==> src/rtl/reg_serializer.sv <==
// reg_serializer: captures a parallel word on Start and shifts it out MSB first.
// One serial bit per cycle with Valid high. An optional even-parity bit follows the data.
// A one-cycle Done pulse ends each stream.
// The parity bit is enabled by defining the PARITY_EN macro.
// The default build (macro undefined) has no parity state and no parity logic.
// The reset is synchronous and active-high.
module reg_serializer #(
  parameter int unsigned DataWidth = 16
) (
  input  logic                 Clk,
  input  logic                 Reset,
  input  logic                 Start,
  input  logic [DataWidth-1:0] DIn,
  output logic                 SOut,
  output logic                 Valid,
  output logic                 Busy,
  output logic                 Done
);

  // The bit counter doubles as the shadow index, so it only needs to reach DataWidth-1.
  localparam int unsigned CntW = (DataWidth > 1) ? $clog2(DataWidth) : 1;

  localparam logic [1:0] StIdle  = 2'd0;
  localparam logic [1:0] StShift = 2'd1;
  localparam logic [1:0] StDone  = 2'd2;
`ifdef PARITY_EN
  localparam logic [1:0] StPar   = 2'd3;
`endif

  logic [1:0]           state_q, state_d;
  logic [CntW-1:0]      cnt_q, cnt_d;
  logic [DataWidth-1:0] shadow_q, shadow_d;

  // Next-state logic. Start is only honoured in idle, so a stream in flight can never be
  // disturbed by new requests or by changes on DIn.
  always_comb begin
    state_d  = state_q;
    cnt_d    = cnt_q;
    shadow_d = shadow_q;
    case (state_q)
      StIdle: begin
        if (Start) begin
          shadow_d = DIn;
          cnt_d    = CntW'(DataWidth - 1);
          state_d  = StShift;
        end
      end
      StShift: begin
        if (cnt_q == '0) begin
`ifdef PARITY_EN
          state_d = StPar;
`else
          state_d = StDone;
`endif
        end else begin
          cnt_d = cnt_q - CntW'(1);
        end
      end
`ifdef PARITY_EN
      StPar: begin
        state_d = StDone;
      end
`endif
      StDone: begin
        state_d = StIdle;
      end
      default: begin
        state_d = StIdle;
      end
    endcase
  end

  // State registers. Reset wins over everything, including a simultaneous Start.
  always_ff @(posedge Clk) begin
    if (Reset) begin
      state_q  <= StIdle;
      cnt_q    <= '0;
      shadow_q <= '0;
    end else begin
      state_q  <= state_d;
      cnt_q    <= cnt_d;
      shadow_q <= shadow_d;
    end
  end

  // Outputs are decoded from the current state.
  // The shadow is never shifted; the counter selects the bit to send.
  always_comb begin
    SOut  = 1'b0;
    Valid = 1'b0;
    Busy  = (state_q != StIdle);
    Done  = (state_q == StDone);
    case (state_q)
      StShift: begin
        SOut  = shadow_q[cnt_q];
        Valid = 1'b1;
      end
`ifdef PARITY_EN
      StPar: begin
        SOut  = ^shadow_q;
        Valid = 1'b1;
      end
`endif
      default: begin
        SOut  = 1'b0;
        Valid = 1'b0;
      end
    endcase
  end

endmodule

==> config.mk <==
export PLATFORM = sky130hd
export DESIGN_NAME = reg_serializer
export DESIGN_NICKNAME = d
export VERILOG_FILES = /design/src/rtl/reg_serializer.sv
export SDC_FILE = /design/constraint.sdc
export NUM_CORES = 1
export LEC_CHECK = 0
export ABC_AREA = 1
export ABC_CLOCK_PERIOD_IN_PS = 1800
export CORE_UTILIZATION = 51
export CTS_BUF_LIST = sky130_fd_sc_hd__clkbuf_2 sky130_fd_sc_hd__clkbuf_4 sky130_fd_sc_hd__clkbuf_8
export DETAILED_ROUTE_END_ITERATION = 8
export PLACE_DENSITY = 0.81
export SYNTH_ARGS = -nofsm -noshare
export SYNTH_HDL_FRONTEND = slang
export SYNTH_SLANG_ARGS = --single-unit
==> constraint.sdc <==
create_clock -name Clk -period 1.8 [get_ports Clk]
set_clock_uncertainty 0.05 [all_clocks]
set_input_delay 0.18 -clock Clk [delete_from_list [all_inputs] [get_ports Clk]]
set_output_delay 0.18 -clock Clk [all_outputs]
set_load 0.01 [all_outputs]
# Word-level counts from Yosys, hierarchy flattened
# Index checks and enable logic that the tools add are counted.
# totals
regBits,22
in_bits,19
output_inout_bits,4
word_cells,27
# op_classes
addsub,1
n_lt_le_gt_ge,1
eq_ne,5
muxes,10
reduce_logical,7
# ops
cell,count
2-to-1 mux 4 bit,2
one-hot mux 4 bit (2 select lines),1
inequality test 2 bit (second input constant),3
less-than comparator 4 x 5 -> 1 bit (second input constant),1
binary-select mux 1 bit (select 4 bit),1
zero test 4 bit,1
2-to-1 mux 2 bit,2
one-hot mux 2 bit (2 select lines),1
AND reduction 2 bit,2
nonzero test 2 bit,2
subtractor 4 x 1 -> 4 bit (second input constant),1
2-to-1 mux 1 bit,3
AND reduction 3 bit,1
== test 2 x 1 -> 1 bit (second input constant),1
== test 2 bit (second input constant),1
zero test 2 bit,1

# Logic depth before layout (Yosys ltp)
# Gate-level depths: netlist of run 1.
# depth
depth_word,3
mapped_depth,10
ltp_nobuf,9

# Worst setup path before layout of run 1
# Ideal clock, no wire load.
# synth_path
path_type,reg-to-reg
startpoint,register cnt_q[0]
endpoint,register cnt_q[3]
setup_ps,115
arrival_time_ps,1252
required_time_ps,1635
path_slack_ps,383
path_stages_with_launch,10
path_buffers,2
period_less_slack_ps,1417
cell_sequence,dfxtp_1 > buf_6 > inv_4 > buf_8 > ha_1 > nand3_2 > nand2_2 > o21ai_1 > nand3_1 > and2_1
# synth_via
elab_chain_len,3
elab_cells_between_ends,6
classes_between,add/sub: 1; eq/ne: 1; mux: 2; reduce/logical: 2
# synth_lines
element,line,text
from (decl),31,"logic [CntW-1:0] cnt_q, cnt_d;"
from (signal assigned),81,cnt_q <= cnt_d;
subtractor 4 x 1 -> 4 bit or zero test 4 bit (tied branches),"56, 49",
2-to-1 mux 4 bit or inequality test 2 bit (tied branches),--,
one-hot mux 4 bit (2 select lines) or AND reduction 3 bit (tied branches),--,
# Several ways; a longest one is shown, not always the timed one. The select of a mux whose other input is x is not followed.
# A chain may end at the register's enable or synchronous reset.

# Final worst setup path of run 1
# layout_path
startpoint,register state_q[1]
endpoint,output port Done
# layout_via
elab_chain_len,1
# layout_lines
element,line,text
from (decl),30,"logic [1:0] state_q, state_d;"
from (signal assigned),76,state_q <= StIdle;
from (signal assigned),80,state_q <= state_d;
== test 2 bit,92,Done = (state_q == StDone);
to (decl),17,output logic Done
# No other way between the ends.

==> flow_summary.ini, run 1 <==
[synth]
synthArstFlopShare_pct = 0
ys_seq_area_share_pct = 42.5
synth_enable_flop_cells = 0
synth_area_leaders = dfxtp_1, nand2_1, o21ai_0
synth.distinct_cells = 23
syn_nets = 166
ys_ff_latch = 22
synth_common_cells = nand2_1, dfxtp_1, nor2_1
yosysTopAreaCellShare_pct = 42.5
synth_most_common_cell = nand2_1
syn_area_per_cell_um2 = 7.10
netlist.top_cell.by_area = dfxtp_1
synthCells = 146
synth-main-ff-cell = dfxtp_1
synth_area_mm2 = 0.00104
yosys_warnings = 0

[hold_path]
hold_path.class = reg -> reg
hold_depth = 2

[setup_path]
worstPathArrival_ns = 1.47
r2r_setup_slack_ns = 0.40
crit_type = reg -> out
end_kind = primary output
cp_max_fo = 4
critPathLaunchType = register
worst_ep_required_time_ns = 1.57
reg2reg_depth = 5

[job]
drv_cap = 0

[timing]
worst_pin_slew_ns = 0.446
fin_crit_sh_pct = 94.5
layout_min_cycle_time_ns = 1.70
slew-limit-headroom_pct = 70.3
fmax_ghz = 0.588
timing.final.ws_setup_ns = 0.0993
tns_ns = 0
finalSetupViolCount = 0
rsz0062_at_grt = false
final_max_slew_viol_count = 0
hold_violations = 0

[die]
die_y_um = 47.1
dieArea_mm2 = 0.00222
pin_count = 23
die_x_um = 47.1
rows = 15
core-area_mm2 = 0.00182
start_util_pct = 57.0

[power]
vdd_drop_max_uv = 499
p_per_area_mw_per_mm2 = 884
cell_internal_pwr_uw = 796
fin_total_pwr_uw = 1140
switching_share_pct = 30.4
p_sw_uw = 347
p_seq_share_pct = 50.3
leakage_uw = 0.000575
comb_power_share_pct = 26.2
pwr-share-clk_pct = 23.5

[clocking]
clock_latency_ns = 0.31
cts_tree = built
root_buffer = clkbuf_4
clk_pin_slew_ns = 0.11
cts.sinks = 22
cts_buffers = 3
htreeDepth = 1
clock_path_buffers = 2
cts_setup_buffers = 0

[status]
status = finished clean

[detailed_routing]
wl_um = 2100
ant_nets = 0
drt_iter0_drc = 27
drc_errors = 0
via_count = 985
wl_per_cell_um = 10.9
vias_per_cell = 5.10
drt_pass1_iterations = 4

[layout]
diodes = 0
seqCellArea_um2 = 445
final.fill_count = 161
syn_to_final_growth_pct = 24.6
multi_input_area_um2 = 482
fin_nets = 189
drive_above_1_share_pct = 11.3

[global_route]
grt_overflow = 0
grt_usage_pct = 22.8
grt_max_degree = 28
antenna_found_initial = 0
grt_pass1_wl_um = 3500
grt_pass1_vias = 888

[placed_design]
finalWeightedCongestion = 0.913
hpwlAfterDp_um = 1580
io_buffers = 22
pre_cts_ws_ns = -0.00912
[path summary, 6_finish.rpt]
check | startpoint | to
worst max-delay path | state_q[1] | Done
worst min register to register | shadow_q[15] | shadow_q[15]
worst max register to register | state_q[1] | cnt_q[2]
worst min-delay path | shadow_q[15] | shadow_q[15]
[timing repair]
item / in CTS / in global routing
pin swaps: 1 / 0
setup endpoints to repair: 1 / 2
gates resized for setup: 5 / 3
hold buffers: 0 / 0
[cell families after synthesis]
family | share of synthesized area, %
buf+inv | 11.1
fa+ha+maj | 1.21
simple gates | 29.8
flops | 42.5
compound gates | 15.4
[layout make-up]
type / count / area share (%)
clock buffer: 4 / 2.81
inverter: 18 / 5.61
multi-input combinational: 101 / 37.3
sequential: 22 / 34.5
tap: 25 / 2.42
timing repair buffer: 23 / 17.4
[layer usage]
| metal | wire [um] | track usage, % |
|---|---|---|
| met2 | 1030 | 39.4 |
| met1 | 930 | 27.0 |
| met3 | 91 | 4.62 |
| met5 | 0 | 0 |
| met4 | 45 | 10.9 |
[worst max-delay path: stages, from the launching register on]
cell and delay [ns]:
dfxtp_1 0.46, inv_1 0.07, nor2_1 0.10, clkdlybuf4s50_1 0.54
[power groups by stage]
stage,Clock (uW),Combinational (uW),Sequential [uW]
floorplan,0,227,570
global placement,0,290,582
detailed placement,0,301,583
CTS,280,302,574
global route,300,341,582
finish,268,300,575
[through the flow]
| stage | cells | instance area, um2 | utilization, % | hold slack [ns] |
|---|---|---|---|---|
| after detailed placement | 189 | 1250 | 68.7 | 0.406 |
| after global routing | 193 | 1290 | 71.0 | 0.432 |
| after floorplan | 146 | 1040 | - | 0.199 |
| after CTS | 193 | 1290 | 71.0 | 0.417 |
| final | 193 | 1290 | 71.0 | 0.425 |
| after global placement | 189 | 1250 | 68.7 | 0.404 |
[flip-flops by register name, indices dropped and copies added (netlist names)]
signal    cells
shadow_q     16
state_q       2
cnt_q         4
[layout by cell type, fill, tap and decap left out, types with 2 or more instances in the layout]
cell | synthesis | layout
nand2_2 | 3 | 3
inv_2 | 2 | 2
nand2_1 | 25 | 25
nand3_2 | 2 | 2
dfxtp_1 | 22 | 20
inv_1 | 15 | 15
o21ai_0 | 18 | 18
clkbuf_4 | 0 | 3
a21oi_1 | 13 | 13
nor2_1 | 21 | 21
nand3_1 | 11 | 11
clkdlybuf4s50_1 | 0 | 20
Note: power is estimated with default switching activity, not from simulation.
==> run 2: changes to the inputs <==
Settings changed: SKIP_LAST_GASP from default to 1, SLEW_MARGIN from default to 20.
==> results of run 2 <==
Final layout, timing and power as in run 1 (identical DEF).
==> run 3: changes to the inputs <==
Settings changed: SKIP_LAST_GASP 1 to default.
==> results of run 3 <==
Final layout, timing and power as in run 1 (identical DEF).
